## src/rtl/alu_pkg.sv

```systemverilog
// Shared definitions for the ALU sequencing controller: opcodes, ALU op codes,
// controller states and default widths.
package alu_pkg;

  localparam int DATA_W_DEF = 8;
  localparam int OPC_W_DEF  = 4;

  localparam logic [3:0] OPC_NOP = 4'd0;
  localparam logic [3:0] OPC_LDA = 4'd1;
  localparam logic [3:0] OPC_LDB = 4'd2;
  localparam logic [3:0] OPC_ADD = 4'd3;
  localparam logic [3:0] OPC_SUB = 4'd4;
  localparam logic [3:0] OPC_AND = 4'd5;
  localparam logic [3:0] OPC_OR  = 4'd6;
  localparam logic [3:0] OPC_OUT = 4'd7;
  localparam logic [3:0] OPC_CMP = 4'd8;

  localparam logic [1:0] ALU_ADD = 2'b00;
  localparam logic [1:0] ALU_SUB = 2'b01;
  localparam logic [1:0] ALU_AND = 2'b10;
  localparam logic [1:0] ALU_OR  = 2'b11;

  typedef enum logic [1:0] {
    ST_IDLE = 2'd0,
    ST_EXEC = 2'd1,
    ST_OUT  = 2'd2
  } state_e;

  // Only meaningful for the four arithmetic/logic opcodes.
  function automatic logic [1:0] alu_op_of(input logic [3:0] opc);
    case (opc)
      OPC_SUB: alu_op_of = ALU_SUB;
      OPC_AND: alu_op_of = ALU_AND;
      OPC_OR:  alu_op_of = ALU_OR;
      default: alu_op_of = ALU_ADD;
    endcase
  endfunction

endpackage

```

## src/rtl/alu_exec_ctrl.sv

```systemverilog
// Drives an external combinational ALU: accepts instructions, holds A/B/flags, returns A on OUT.
// Latency: LDA/LDB/NOP 1 edge, ALU ops 2 edges (accept + EXEC). ALU_CMP_EN enables opcode 8 (CMP).
// Backpressure: instr_ready only in IDLE; OUT holds res_valid/res_data until res_ready.
module alu_exec_ctrl
  import alu_pkg::*;
#(
  parameter int DATA_W = DATA_W_DEF,
  parameter int OPC_W  = OPC_W_DEF
) (
  input  logic              clk,
  input  logic              rst,
  input  logic              instr_valid,
  output logic              instr_ready,
  input  logic [OPC_W-1:0]  instr_opcode,
  input  logic [DATA_W-1:0] instr_imm,
  output logic [1:0]        alu_op,
  output logic [DATA_W-1:0] alu_a,
  output logic [DATA_W-1:0] alu_b,
  input  logic [DATA_W-1:0] alu_o,
  input  logic              alu_c,
  input  logic              alu_z,
  output logic              res_valid,
  input  logic              res_ready,
  output logic [DATA_W-1:0] res_data,
  output logic              flag_c,
  output logic              flag_z,
  output logic              busy,
  output logic              err
);

  state_e              state_q, state_d;
  logic [DATA_W-1:0]   a_q, a_d;
  logic [DATA_W-1:0]   b_q, b_d;
  logic                c_q, c_d;
  logic                z_q, z_d;
  logic [1:0]          op_q, op_d;
  logic                res_vld_q, res_vld_d;
  logic [DATA_W-1:0]   res_dat_q, res_dat_d;
  logic                err_q, err_d;
`ifdef ALU_CMP_EN
  // Marks that the current EXEC belongs to CMP, so A must not be written back.
  logic                cmp_q, cmp_d;
`endif

  always_comb begin
    state_d   = state_q;
    a_d       = a_q;
    b_d       = b_q;
    c_d       = c_q;
    z_d       = z_q;
    op_d      = op_q;
    res_vld_d = res_vld_q;
    res_dat_d = res_dat_q;
    err_d     = 1'b0;
`ifdef ALU_CMP_EN
    cmp_d     = 1'b0;
`endif
    unique case (state_q)
      ST_IDLE: begin
        if (instr_valid) begin
          case (instr_opcode)
            OPC_NOP: ;
            OPC_LDA: a_d = instr_imm;
            OPC_LDB: b_d = instr_imm;
            OPC_ADD, OPC_SUB, OPC_AND, OPC_OR: begin
              op_d    = alu_op_of(instr_opcode);
              state_d = ST_EXEC;
            end
            OPC_OUT: begin
              res_dat_d = a_q;
              res_vld_d = 1'b1;
              state_d   = ST_OUT;
            end
`ifdef ALU_CMP_EN
            OPC_CMP: begin
              op_d    = ALU_SUB;
              cmp_d   = 1'b1;
              state_d = ST_EXEC;
            end
`endif
            default: err_d = 1'b1;
          endcase
        end
      end
      ST_EXEC: begin
        c_d     = alu_c;
        z_d     = alu_z;
`ifdef ALU_CMP_EN
        if (!cmp_q) a_d = alu_o;
`else
        a_d     = alu_o;
`endif
        state_d = ST_IDLE;
      end
      ST_OUT: begin
        if (res_ready) begin
          res_vld_d = 1'b0;
          state_d   = ST_IDLE;
        end
      end
      default: state_d = ST_IDLE;
    endcase
  end

  always_ff @(posedge clk or posedge rst) begin
    if (rst) begin
      state_q   <= ST_IDLE;
      a_q       <= '0;
      b_q       <= '0;
      c_q       <= 1'b0;
      z_q       <= 1'b0;
      op_q      <= ALU_ADD;
      res_vld_q <= 1'b0;
      res_dat_q <= '0;
      err_q     <= 1'b0;
`ifdef ALU_CMP_EN
      cmp_q     <= 1'b0;
`endif
    end else begin
      state_q   <= state_d;
      a_q       <= a_d;
      b_q       <= b_d;
      c_q       <= c_d;
      z_q       <= z_d;
      op_q      <= op_d;
      res_vld_q <= res_vld_d;
      res_dat_q <= res_dat_d;
      err_q     <= err_d;
`ifdef ALU_CMP_EN
      cmp_q     <= cmp_d;
`endif
    end
  end

  assign instr_ready = (state_q == ST_IDLE);
  assign busy        = (state_q != ST_IDLE);
  assign alu_op      = op_q;
  assign alu_a       = a_q;
  assign alu_b       = b_q;
  assign flag_c      = c_q;
  assign flag_z      = z_q;
  assign res_valid   = res_vld_q;
  assign res_data    = res_dat_q;
  assign err         = err_q;

endmodule

```

## config.mk

```make
export PLATFORM = sky130hd
export DESIGN_NAME = alu_exec_ctrl
export DESIGN_NICKNAME = d
export VERILOG_FILES = /design/src/rtl/alu_pkg.sv /design/src/rtl/alu_exec_ctrl.sv
export SDC_FILE = /design/constraint.sdc
export NUM_CORES = 1
export LEC_CHECK = 0
export ABC_AREA = 1
export CORE_ASPECT_RATIO = 0.5
export CORE_MARGIN = 5
export CORE_UTILIZATION = 30
export CTS_CLUSTER_DIAMETER = 120
export CTS_CLUSTER_SIZE = 12
export DETAILED_ROUTE_END_ITERATION = 7
export PLACE_DENSITY_LB_ADDON = 0.1
export SLEW_MARGIN = 20
export SYNTH_ARGS = -nofsm -noshare
export SYNTH_HDL_FRONTEND = slang
export SYNTH_SLANG_ARGS = --single-unit
```

## constraint.sdc

```tcl
create_clock -name clk -period 1.3 [get_ports clk]
set_input_delay 0.26 -clock clk [delete_from_list [all_inputs] [get_ports clk]]
set_output_delay 0.26 -clock clk [all_outputs]
set_load 0.005 [all_outputs]
```

======== After elaboration in Yosys (flattened, before gate mapping) ========
Index checks and enable logic that the tools add are counted.
word-level totals
  bits in registers ....................... 32
  input port bits ......................... 26
  output and inout port bits .............. 32
  logic and storage cells ................. 51
operators by class
  eq/ne operators ......................... 14
  multiplexer cells ....................... 15
  reductions and logical operators ........ 13
operators by type and width
  kind                  number
  $eq A4 B3 Y1 const B  4
  $mux W8               2
  $pmux W8 S2           1
  $reduce_and A3 Y1     5
  $eq A4 B2 Y1 const B  2
  $pmux W2 S2           2
  $reduce_or A8 Y1      1
  $mux W1               6
  $pmux W2 S3           1
  $reduce_bool A2 Y1    3
  $eq A4 B1 Y1 const B  1
  $logic_not A4 Y1      1
  $mux W2               2
  $ne A2 B1 Y1 const B  2
  $ne A2 B2 Y1 const B  2
  $reduce_and A4 Y1     1
  $reduce_or A4 Y1      1
  $ne A3 B1 Y1 const B  1
  $eq A2 B1 Y1 const B  1
  $eq A2 B2 Y1 const B  1
  $logic_not A2 Y1      1
  $pmux W1 S2           1

======== Longest topological paths before layout ========
Gate-level depths: netlist of run 1.
  depth after elaboration ................. 5
  mapped depth ............................ 7
  mapped depth without buffers ............ 7

======== Worst setup path before layout of run 1 ========
OpenSTA, ideal clock, no wires.
  path type ............................... reg2reg
  start point ............................. register state_q[1]
  end point ............................... register res_dat_q[0], in the netlist res_data[0]
  setup time .............................. 0.116 ns
  arrival ................................. 0.965 ns
  required time ........................... 1.184 ns
  path slack .............................. 0.218 ns
  cell stages (with the launch flop) ...... 8
  buffers on the path ..................... 1
  period minus slack after synthesis ...... 1.082 ns
  cells stage by stage .................... dfrtp_1 inv_2 nand2_4 nor2_8 buf_6 nand2_4 nand2_1 nand2_1
between the ends
  word-level cells in the longest chain between the ends .. 2
ends and longest elaborated chain
  element                      line                  source
  start, declared              alu_exec_ctrl.sv:31   state_e state_q, state_d;
  start signal, assigned       alu_exec_ctrl.sv:120  state_q <= state_d;
  $logic_not A2 Y1             alu_exec_ctrl.sv:58   unique case (state_q)
  $reduce_and A3 Y1 (no line)  -
  end signal, assigned         alu_exec_ctrl.sv:127  res_dat_q <= res_dat_d;
  end, declared                alu_exec_ctrl.sv:38   logic [DATA_W-1:0] res_dat_q, res_dat_d;
No other way between the ends.
A chain may end at the register's enable or synchronous reset.

======== Worst setup path after layout of run 1 ========
  start point ............................. input instr_opcode[1]
  end point ............................... register res_dat_q[1], in the netlist res_data[1]
between the ends
  word-level cells in the longest chain between the ends .. 2
ends and longest elaborated chain
  element                      line                 source
  start, declared              alu_exec_ctrl.sv:14  input logic [OPC_W-1:0] instr_opcode,
  $eq A4 B3 Y1                 alu_exec_ctrl.sv:61  case (instr_opcode)
  $reduce_and A3 Y1 (no line)  -
No other way between the ends.

==> results of run 1 <==
[report_power, final]
group	internal, mW	switching [mW]	leakage [nW]
logic	0.579	0.440	0.933
clock network	0.568	0.371	0.0552
registers	1.24	0.120	0.410
total	2.38	0.931	1.40
[cells by family (layout without fill, tap and decap cells)]
family	Yosys count	count (layout)
and+or+nand+nor	135	136
buffers and inverters	16	106
AOI/OAI and AO/OA	2	2
DFF	32	32
[metrics by stage]
stage | hold slack, ns | util | setup WS, ns | setup TNS, ns
5_1_grt | 0.338 | 0.510 | -0.0115 | -0.0142
3_5_place_dp | 0.458 | 0.475 | -0.296 | -6.02
2_1_floorplan | 0.346 | - | 0.218 | 0
3_3_place_gp | 0.455 | 0.475 | -0.251 | -5.50
6_report | 0.313 | 0.510 | 0.0660 | 0
4_1_cts | 0.321 | 0.504 | -0.0431 | -0.0431
[sequential cells by signal, indices dropped and copies added (netlist names)]
name / flops
res_data: 8
state_q: 2
alu_a: 8
flag_c: 1
alu_b: 8
res_valid: 1
err: 1
alu_op: 2
flag_z: 1
[cells in the mapped netlist]
master and n:
nor2_2 2, nor2_1 3, nand3_2 1, inv_2 4, buf_4 2, nand2_4 4, nor3_1 1, nor2_4 1
o21ai_0 1, buf_2 2, dfrtp_1 32, inv_1 7, nand2_1 81, nor2_8 2, nand3_1 38, nand2_2 2
buf_6 1, o31ai_1 1
[critical path: stages]
cell and delay [ns]:
clkdlybuf4s50_1 0.51, nand2_1 0.13, nor2_4 0.25, buf_4 0.16, nand3_1 0.08, nand2_1 0.07
[what timing repair did]
item                       CTS  global route
pin swaps                    0             1
setup endpoints to repair   37            24
resized for setup           37             6
buffers inserted             9             1
cloned                       0             1
[path summary, 6_finish.rpt]
path                       depth (start not counted)  slack (ns)            start           to
max                                                6        0.07  instr_opcode[1]  res_data[1]
min                                                3        0.31              rst  res_data[0]
max reg2reg                                        7        0.10       state_q[1]     alu_a[3]
min reg2reg                                        2        0.47      res_data[6]  res_data[6]
max in group asynchronous                          3        0.82              rst    alu_op[1]
min in group clk                                   4        0.38  instr_opcode[3]          err
[metal layers]
metal  vias to the layer above  routed length, um  GRT usage  share of wire
met5                         -                  0          0              0
met4                         0                 70     0.0589          0.016
met3                         8                208     0.0438          0.048
met2                        31               2020      0.222           0.46
met1                       698               2050      0.172           0.47
li1                        776                  -          -              -
[area by class of cell]
type	instances	area, um^2	area share
clock buffer	6	72.6	0.0289
timing repair buffer	87	788	0.313
tap	70	87.6	0.0348
inverter	11	41.3	0.0164
multi-input combinational	138	689	0.274
sequential	32	801	0.318
clock inverter	2	35.0	0.0139
==> out/results.ini, run 1 <==
[run_status]
status=finished clean

[synth]
yosysTopAreaCellShare=0.522
synth-simple-area-share=0.419
ys_ff_latch=32
synth_compound_area_frac=0.00816
synth_top_family_by_area=simple AND/OR/NAND/NOR gates
synthXorXnorAreaFrac=0
postSynthCellCount=185
synth_adder_area_share=0
synth.avg_cell_area_um2=8.28
yosysSeqAreaShare=0.522
synth_area_leaders=dfrtp_1 52%, nand2_1 20%, nand3_1 12%, nand2_4 2.9%, nor2_8 2.6%
yosysTopAreaCell=dfrtp_1
syn_area_um2=1530
synth.distinct_cells=18
syn_nets=211
yosys_warnings=0
synth_mux_area_frac=0

[sta]
worst_pin_slew_ns=0.243
rsz0062_at_grt=yes
period_share=0.949
drv_slew=0
clock.fmax_mhz=810
hold_viol_final=0
relSlewSlack=0.838
clock_skew_ns=0.00386
final.min_clock_period_ns=1.23
setup-violations-final=0

[floorplanning]
die-area_um2=6730
io_pins=58
initial_core_util=0.311
dieWidth_um=111
placeableCoreArea_um2=4930
rows=18
dieHeight_um=60.5

[drt]
via_per_inst=4.37
vias=1513
wl_mm=4.35
route.detailed.drc=0
firstDrtPassIters=4
ant_nets=0
wl_per_cell_um=12.6
first_iter_violations=58

[placed_design]
placedCellCount=327
place_hpwl_mm=3.25
port-buffer-count=57
place_area_um2=2340
place_congestion=0.833

[setup_path]
startpoint_type=primary input
crit_type=primary input to register
crit_path_end_kind=register
arrival_ns=1.46
required_ns=1.53
cp_max_fo=5

[grt]
grt_pass1_vias=1502
grt_pass1_wl_mm=7.16
antenna_found_initial=0
grt.total_usage=0.136
grt_overflow_total=0
grt_max_degree=33

[clock_tree]
clkTransAtPathRegs_ns=0.07
htreeDepth=2
clock_latency_ns=0.29
cts_buffer_depth=2
cts_buffers=5
hold_buffers=0
cts-root-buf=clkbuf_8
clock_sinks=32
cts_tree=yes

[power_and_ir_drop]
ir_worst_vdd_v=0.000479
total_power_mw=3.31
leakage_nw=1.40
power_density_nw_per_um2=1320

[flow_run]
cap_violations=0

[final_layout]
layout_commonest_cell=nand2_1
diodes=0
fin_nets=301
finalNonFillerCells=346
drive_above_1_share=0.210
syn2layout_area_growth_pct=64.1
final.fill_count=487
final_cell_area_um2=2510
final_cell_mix=81 x nand2_1, 38 x nand3_1, 32 x dfrtp_1, 30 x dlygate4sd2_1, 27 x buf_4

[worst_hold_path]
hold_path_class=primary input to async pin

(Power assumes the default switching activity.)
==> run 2, diff against run 1 <==
CORE_MARGIN = unset   (was 5)
==> out/results.ini, run 2 (synthesized netlist as in run 1, its figures left out) <==
[setup_path]
critPathBufInv=4
slowest_delay_ns=0.40
crit_type=register to register
required_ns=1.53
slowest_stage=dfrtp_1
cp_max_fo=6
crit_family=buffers and inverters
cp_cell_sequence=inv_2 > nand2_4 > buf_6 > nor2_8 > buf_12 > buf_12 > nand3_1 > nand2_1
crit_path_end_kind=register
crit_top_cell=buf_12
arrival_ns=1.49
startpoint_type=register

[grt]
grt_max_degree=33
grt_overflow_total=0
grt_pass1_vias=1377
grt_pass1_wl_mm=6.40
antenna_found_initial=0
grt.total_usage=0.164

[power_and_ir_drop]
ir_worst_vdd_v=0.000505
leakage_nw=1.43
total_power_mw=3.15
power_density_nw_per_um2=1230

[clock_tree]
htreeDepth=2
cts_tree=yes
clock_latency_ns=0.29
cts-root-buf=clkbuf_8
clock_sinks=32
cts_buffers=5
cts_buffer_depth=2
clkTransAtPathRegs_ns=0.07

[drt]
first_iter_violations=26
ant_nets=0
firstDrtPassIters=4
wl_per_cell_um=11.9
route.detailed.drc=0
vias=1504
wl_mm=4.13
via_per_inst=4.35

[placed_design]
place_hpwl_mm=2.92
place_congestion=0.745
pre_cts_slack_ns=-0.268
port-buffer-count=57
place_area_um2=2310
placedCellCount=319

[sta]
drv_slew=0
clock.fmax_mhz=791
fin_ws_ns=0.0358
setup-violations-final=0
relSlewSlack=0.855
tns_ns=0
worst_pin_slew_ns=0.215
period_share=0.972
clock_skew_ns=0.00527
final.min_clock_period_ns=1.26
hold_viol_final=0

[run_status]
status=finished clean

[final_layout]
fin_nets=306
layout_commonest_cell=nand2_1
finalNonFillerCells=346
seq_area_um2=801
diodes=0
syn2layout_area_growth_pct=67.1
final.fill_count=472
multi_input_area_um2=701
final_cell_area_um2=2560
final_cell_mix=78 x nand2_1, 36 x nand3_1, 32 x dfrtp_1, 30 x dlygate4sd2_1, 30 x buf_4
drive_above_1_share=0.239

[floorplanning]
initial_core_util=0.331
dieWidth_um=103
placeableCoreArea_um2=4640
die-area_um2=5420
rows=17
io_pins=58
dieHeight_um=52.5

[flow_run]
cap_violations=0

[worst_hold_path]
hold_path_class=primary input to async pin

[run 2: cell types whose count changed in the layout (fill, tap and decap cells not counted), sizes merged]
cell	delta
bufinv	-1
clkdlybuf4s50	-2
nor2	-1
buf	+6
dlymetal6s2s	+2
[run 2: through the flow]
stage	util	hold WS, ns
after floorplan	-	0.346
after global placement	0.498	0.454
after detailed placement	0.498	0.458
after CTS	0.529	0.334
after global routing	0.552	0.361
final	0.552	0.325
[run 2: final timing paths]
kind | from | endpoint | slack [ns] | depth (start not counted)
setup / recovery | state_q[0] | alu_b[0] | 0.04 | 8
hold / removal | rst | res_data[6] | 0.32 | 3
setup reg to reg | state_q[0] | alu_b[0] | 0.04 | 8
hold reg to reg | res_data[6] | res_data[6] | 0.46 | 2
max in group asynchronous | rst | alu_b[3] | 0.80 | 3
min in group clk | instr_opcode[3] | err | 0.41 | 4
[run 2: worst register-to-register path, stage by stage (launching register included)]
cell	delay, ns
dfrtp_1	0.40
inv_2	0.08
nand2_4	0.07
buf_6	0.13
nor2_8	0.11
buf_12	0.15
buf_12	0.12
nand3_1	0.08
nand2_1	0.08
[run 2: power breakdown]
part	leakage, nW	internal (mW)	switching (mW)
registers	0.410	1.24	0.120
logic	0.976	0.625	0.441
clock network	0.0410	0.364	0.363
[run 2: repair_timing]
| item | in CTS | in global routing |
|---|---|---|
| buffers inserted | 15 | 5 |
| pin swaps | 0 | 6 |
| resized for setup | 36 | 19 |
| endpoints found under the setup margin | 33 | 28 |
| hold buffers | 0 | 0 |
| gates cloned | 0 | 0 |
[run 2: per-layer routing]
metal | global-route usage | vias up | part of all wire
li1 | - | 784 | -
met5 | 0 | - | 0
met4 | 0.0563 | 0 | 0.010
met3 | 0.0480 | 7 | 0.045
met2 | 0.253 | 29 | 0.44
met1 | 0.219 | 684 | 0.51
[run 2: cell type report]
type / count / area share
clock buffers: 6 / 0.0283
clock inverters: 1 / 0.00195
well taps: 66 / 0.0322
flip-flops and latches: 32 / 0.313
multi-input cells: 137 / 0.274
inverters: 11 / 0.0161
repair buffers: 93 / 0.335
==> run 3, diff against run 2 <==
CORE_UTILIZATION = 43   (was 30)
==> out/results.ini, run 3 (synthesized netlist as in run 1, its figures left out) <==
[drt]
vias=1627
via_per_inst=4.98
wl_mm=4.49
firstDrtPassIters=4
route.detailed.drc=0
wl_per_cell_um=13.7
ant_nets=0
first_iter_violations=131

[sta]
tns_ns=0
fin_ws_ns=0.00976
period_share=0.992
worst_pin_slew_ns=0.263
relSlewSlack=0.824
hold_viol_final=0
drv_slew=0
clock.fmax_mhz=775
final.min_clock_period_ns=1.29
rsz0062_at_grt=yes
setup-violations-final=0
clock_skew_ns=0.0124

[placed_design]
placedCellCount=298
place_congestion=0.753
port-buffer-count=57
place_hpwl_mm=2.81
pre_cts_slack_ns=-0.292

[final_layout]
diodes=0
layout_commonest_cell=nand2_1
finalNonFillerCells=327
drive_above_1_share=0.226
syn2layout_area_growth_pct=66.5
fin_nets=304
final_cell_mix=79 x nand2_1, 38 x nand3_1, 32 x dfrtp_1, 30 x dlygate4sd2_1, 26 x buf_4

[power_and_ir_drop]
leakage_nw=1.43
power_density_nw_per_um2=1330
ir_worst_vdd_v=0.000795

[setup_path]
crit_type=primary input to register
cp_cell_sequence=clkdlybuf4s50_1 > nand2_1 > nor2_4 > nand2_4 > nand2_1 > nand2_1
cp_max_fo=8
rrSetupSlack_ns=0.04
arrival_ns=1.46
crit_top_cell=nand2_1
worstReg2RegEnd=alu_b[2]
r2r_start=state_q[1]
crit_path_end_kind=register
required_ns=1.47
slowest_stage=clkdlybuf4s50_1
slowest_delay_ns=0.54
startpoint_type=primary input
reg2reg_depth=7

[clock_tree]
cts_tree=yes
cts_buffer_depth=2
clock_sinks=32
htreeDepth=2
cts-root-buf=clkbuf_8
cts_buffers=5
clock_latency_ns=0.29
hold_buffers=0
clkTransAtPathRegs_ns=0.08

[worst_hold_path]
hold_path_class=primary input to async pin

[floorplanning]
io_pins=58
initial_core_util=0.481
dieHeight_um=44.2
die-area_um2=3820
rows=14
dieWidth_um=86.4
placeableCoreArea_um2=3190

[grt]
antenna_found_initial=0
grt_pass1_vias=1507
grt_max_degree=33
grt.total_usage=0.243
grt_overflow_total=0
grt_pass1_wl_mm=6.94

[flow_run]
cap_violations=0

[run_status]
status=finished clean

## run 3: cell types whose count changed in the layout (fill, tap and decap cells not counted), moves of 2 or more
cell / delta
buf_4: -4
nor2_4: +3
buf_6: +2
nand3_1: +2
nor2_2: -2
## run 3: routing by layer
layer  vias to the layer above  global-route usage  part of all wire
li1                        783                   -                 -
met1                       777               0.331              0.45
met2                        67               0.403              0.49
met3                         0              0.0578             0.059
met4                         0              0.0600                 0
met5                         -                   0                 0
## run 3: what timing repair did
action                                  4_1_cts  5_1_grt
cloned                                        1        1
endpoints found under the setup margin       38       29
buffers inserted                             16        4
gates resized for setup                      43       12
pin swaps                                     2        9
## run 3: worst max-delay path by stage
stage | from | to | cells past startpoint
final | instr_opcode[1] | res_data[3] | 6
after CTS | state_q[1] | alu_b[2] | 7
after floorplan | state_q[1] | res_data[0] | 7
after global placement | instr_opcode[1] | res_data[2] | 6
after global routing | instr_opcode[1] | res_data[3] | 6
after detailed placement | instr_opcode[1] | res_data[2] | 6
## run 3: area by class of cell
type,count,area (um^2)
clock buffers,6,72.6
multi-input cells,139,719
well taps,48,60.1
clock inverters,2,35.0
inverters,11,41.3
fillers,242,636
flip-flops and latches,32,801
repair buffers,89,823
## run 3: critical path, delay by kind of cell
kind	cells	cell delay, ns
simple gates	5	0.65
buf+inv	1	0.54
## run 3: where the power goes
part	internal [mW]	switching [mW]	total (mW)
registers	1.23	0.128	1.36
clock network	0.569	0.377	0.946
logic	0.624	0.475	1.10
total	2.43	0.980	3.41
## run 3: stage by stage
| step | total power [mW] | hold slack, ns | instance area (um^2) | utilization |
|---|---|---|---|---|
| after floorplan | 1.73 | 0.346 | 1530 | - |
| after global placement | 2.38 | 0.454 | 2250 | 0.706 |
| after detailed placement | 2.41 | 0.458 | 2250 | 0.706 |
| after CTS | 3.37 | 0.330 | 2470 | 0.774 |
| after global routing | 3.60 | 0.351 | 2550 | 0.801 |
| final | 3.41 | 0.316 | 2550 | 0.801 |
==> edit, RTL diff (settings of run 1) <==
The 3 states of `state_e` get a one-hot encoding in 3 bits.
--- a/src/rtl/alu_pkg.sv
+++ b/src/rtl/alu_pkg.sv
@@ -20,10 +20,10 @@
   localparam logic [1:0] ALU_AND = 2'b10;
   localparam logic [1:0] ALU_OR  = 2'b11;
 
-  typedef enum logic [1:0] {
-    ST_IDLE = 2'd0,
-    ST_EXEC = 2'd1,
-    ST_OUT  = 2'd2
+  typedef enum logic [2:0] {
+    ST_IDLE = 3'b001,
+    ST_EXEC = 3'b010,
+    ST_OUT  = 3'b100
   } state_e;
 
   // Only meaningful for the four arithmetic/logic opcodes.
Behaviour: same outputs for any inputs over 10 cycles, from zero or initial values and one cycle with rst high; not proved beyond that.
==> edit against run 1 <==
- the flow now finishes with violations (negative setup slack)
- synthesized area rose by 2.8%
- die area grew 2.4%
- wire length increased by 10%
- design area grew 13%
- setup slack worse by 0.14 ns
- critical path depth increased by 2
- sequential cell count is 1 higher
- register-to-register slack worse by 0.17 ns
Power is not compared: it rests on default switching activity, and its combinational part moved more than twofold at a synthesized area within 25%.
==> edit: results <==
[final_layout]
seq_share_pct = 29.0
multi_input_area_sq_um = 831
layout.filler_cells = 476
final_nets = 323
flops_and_latches = 33
multi_input_cells = 134
bufAreaShareNonClock_pct = 32.2
inverters_excl_clock = 22

[synth]
synth-seq-area-share_pct = 52.5
synth-compound-area-share_pct = 7.86
netlist_top_cells_count = "81 x nand2_1, 32 x dfrtp_1, 18 x inv_1, 13 x o21ai_1, 9 x nand3_1"
syn_nets = 213
yosysUniqueCellTypes = 22
synth_cells = 187

[global_route]
grt.total_usage_pct = 14.2
use_met2_pct = 22.9
met1_usage_pct = 19.0
grtUsageMet3_pct = 4.42
grt_pass1_wl_um = 7510
grt_max_degree = 34

[placement]
post-place-ws_ns = -0.413
hpwl_um = 3280
place_area_sq_um = 2390
dp_cells = 334
gp_congestion = 0.780

[status]
violations = "negative setup slack"
status = "complete, but fails checks"

[route]
routed_wl_um = 4800
wire_per_inst_um = 13.0
drtIter0Drc = 44
route.met2.wl_um = 2260
wirelength_met1_um = 2300
num_vias = 1600

[critical_path]
timing_worst_setup_path_type = "flop to flop"
r2r_cells = 8
arrival_ns = 1.59
slowest_stage = "dfrtp_1"
critPathTopFamily = "simple AND/OR/NAND/NOR gates"
cp_slowest_stage_delay_ns = 0.43
r2r-end = "alu_b[7]"
critPathMaxFanout = 8

[timing]
tns_ns = -1.00
worst_slack_ns = -0.0719
clock_skew_ns = 0.00512
worstMarginPinSlew_ns = 0.381
finalSetupViolCount = 21
-- edit: cell types whose count changed after synthesis, moves of 2 or more --
cell,before,now
nor2_8,2,0
nand2_2,2,0
inv_1,7,18
buf_2,2,0
nand3_1,38,9
buf_4,2,0
nand4_1,0,2
mux2_2,0,2
nor2_1,3,7
o21ai_1,0,13
o21ai_0,1,5
inv_2,4,2
-- edit: timing repair --
item                       CTS  global route
gates cloned                 2             2
gates resized for setup     56            50
setup endpoints to repair   62            31
buffers inserted            14             8
hold buffers                 0             0
pin swaps                    4            26
-- edit: kinds of logic (layout without fill, tap and decap cells) --
logic type | Yosys count | count (layout)
AOI/OAI and AO/OA | 21 | 21
buffers and inverters | 23 | 131
DFF | 33 | 33
muxes | 2 | 2
and+or+nand+nor | 108 | 111
-- edit: power by group through the flow --
stage	combinational [mW]	sequential (mW)	clock, mW
final	2.37	1.67	0.751
after floorplan	0.642	1.74	0
after global placement	1.86	1.73	0
after detailed placement	1.89	1.74	0
after CTS	2.02	1.67	0.772
after global routing	2.59	1.73	0.815
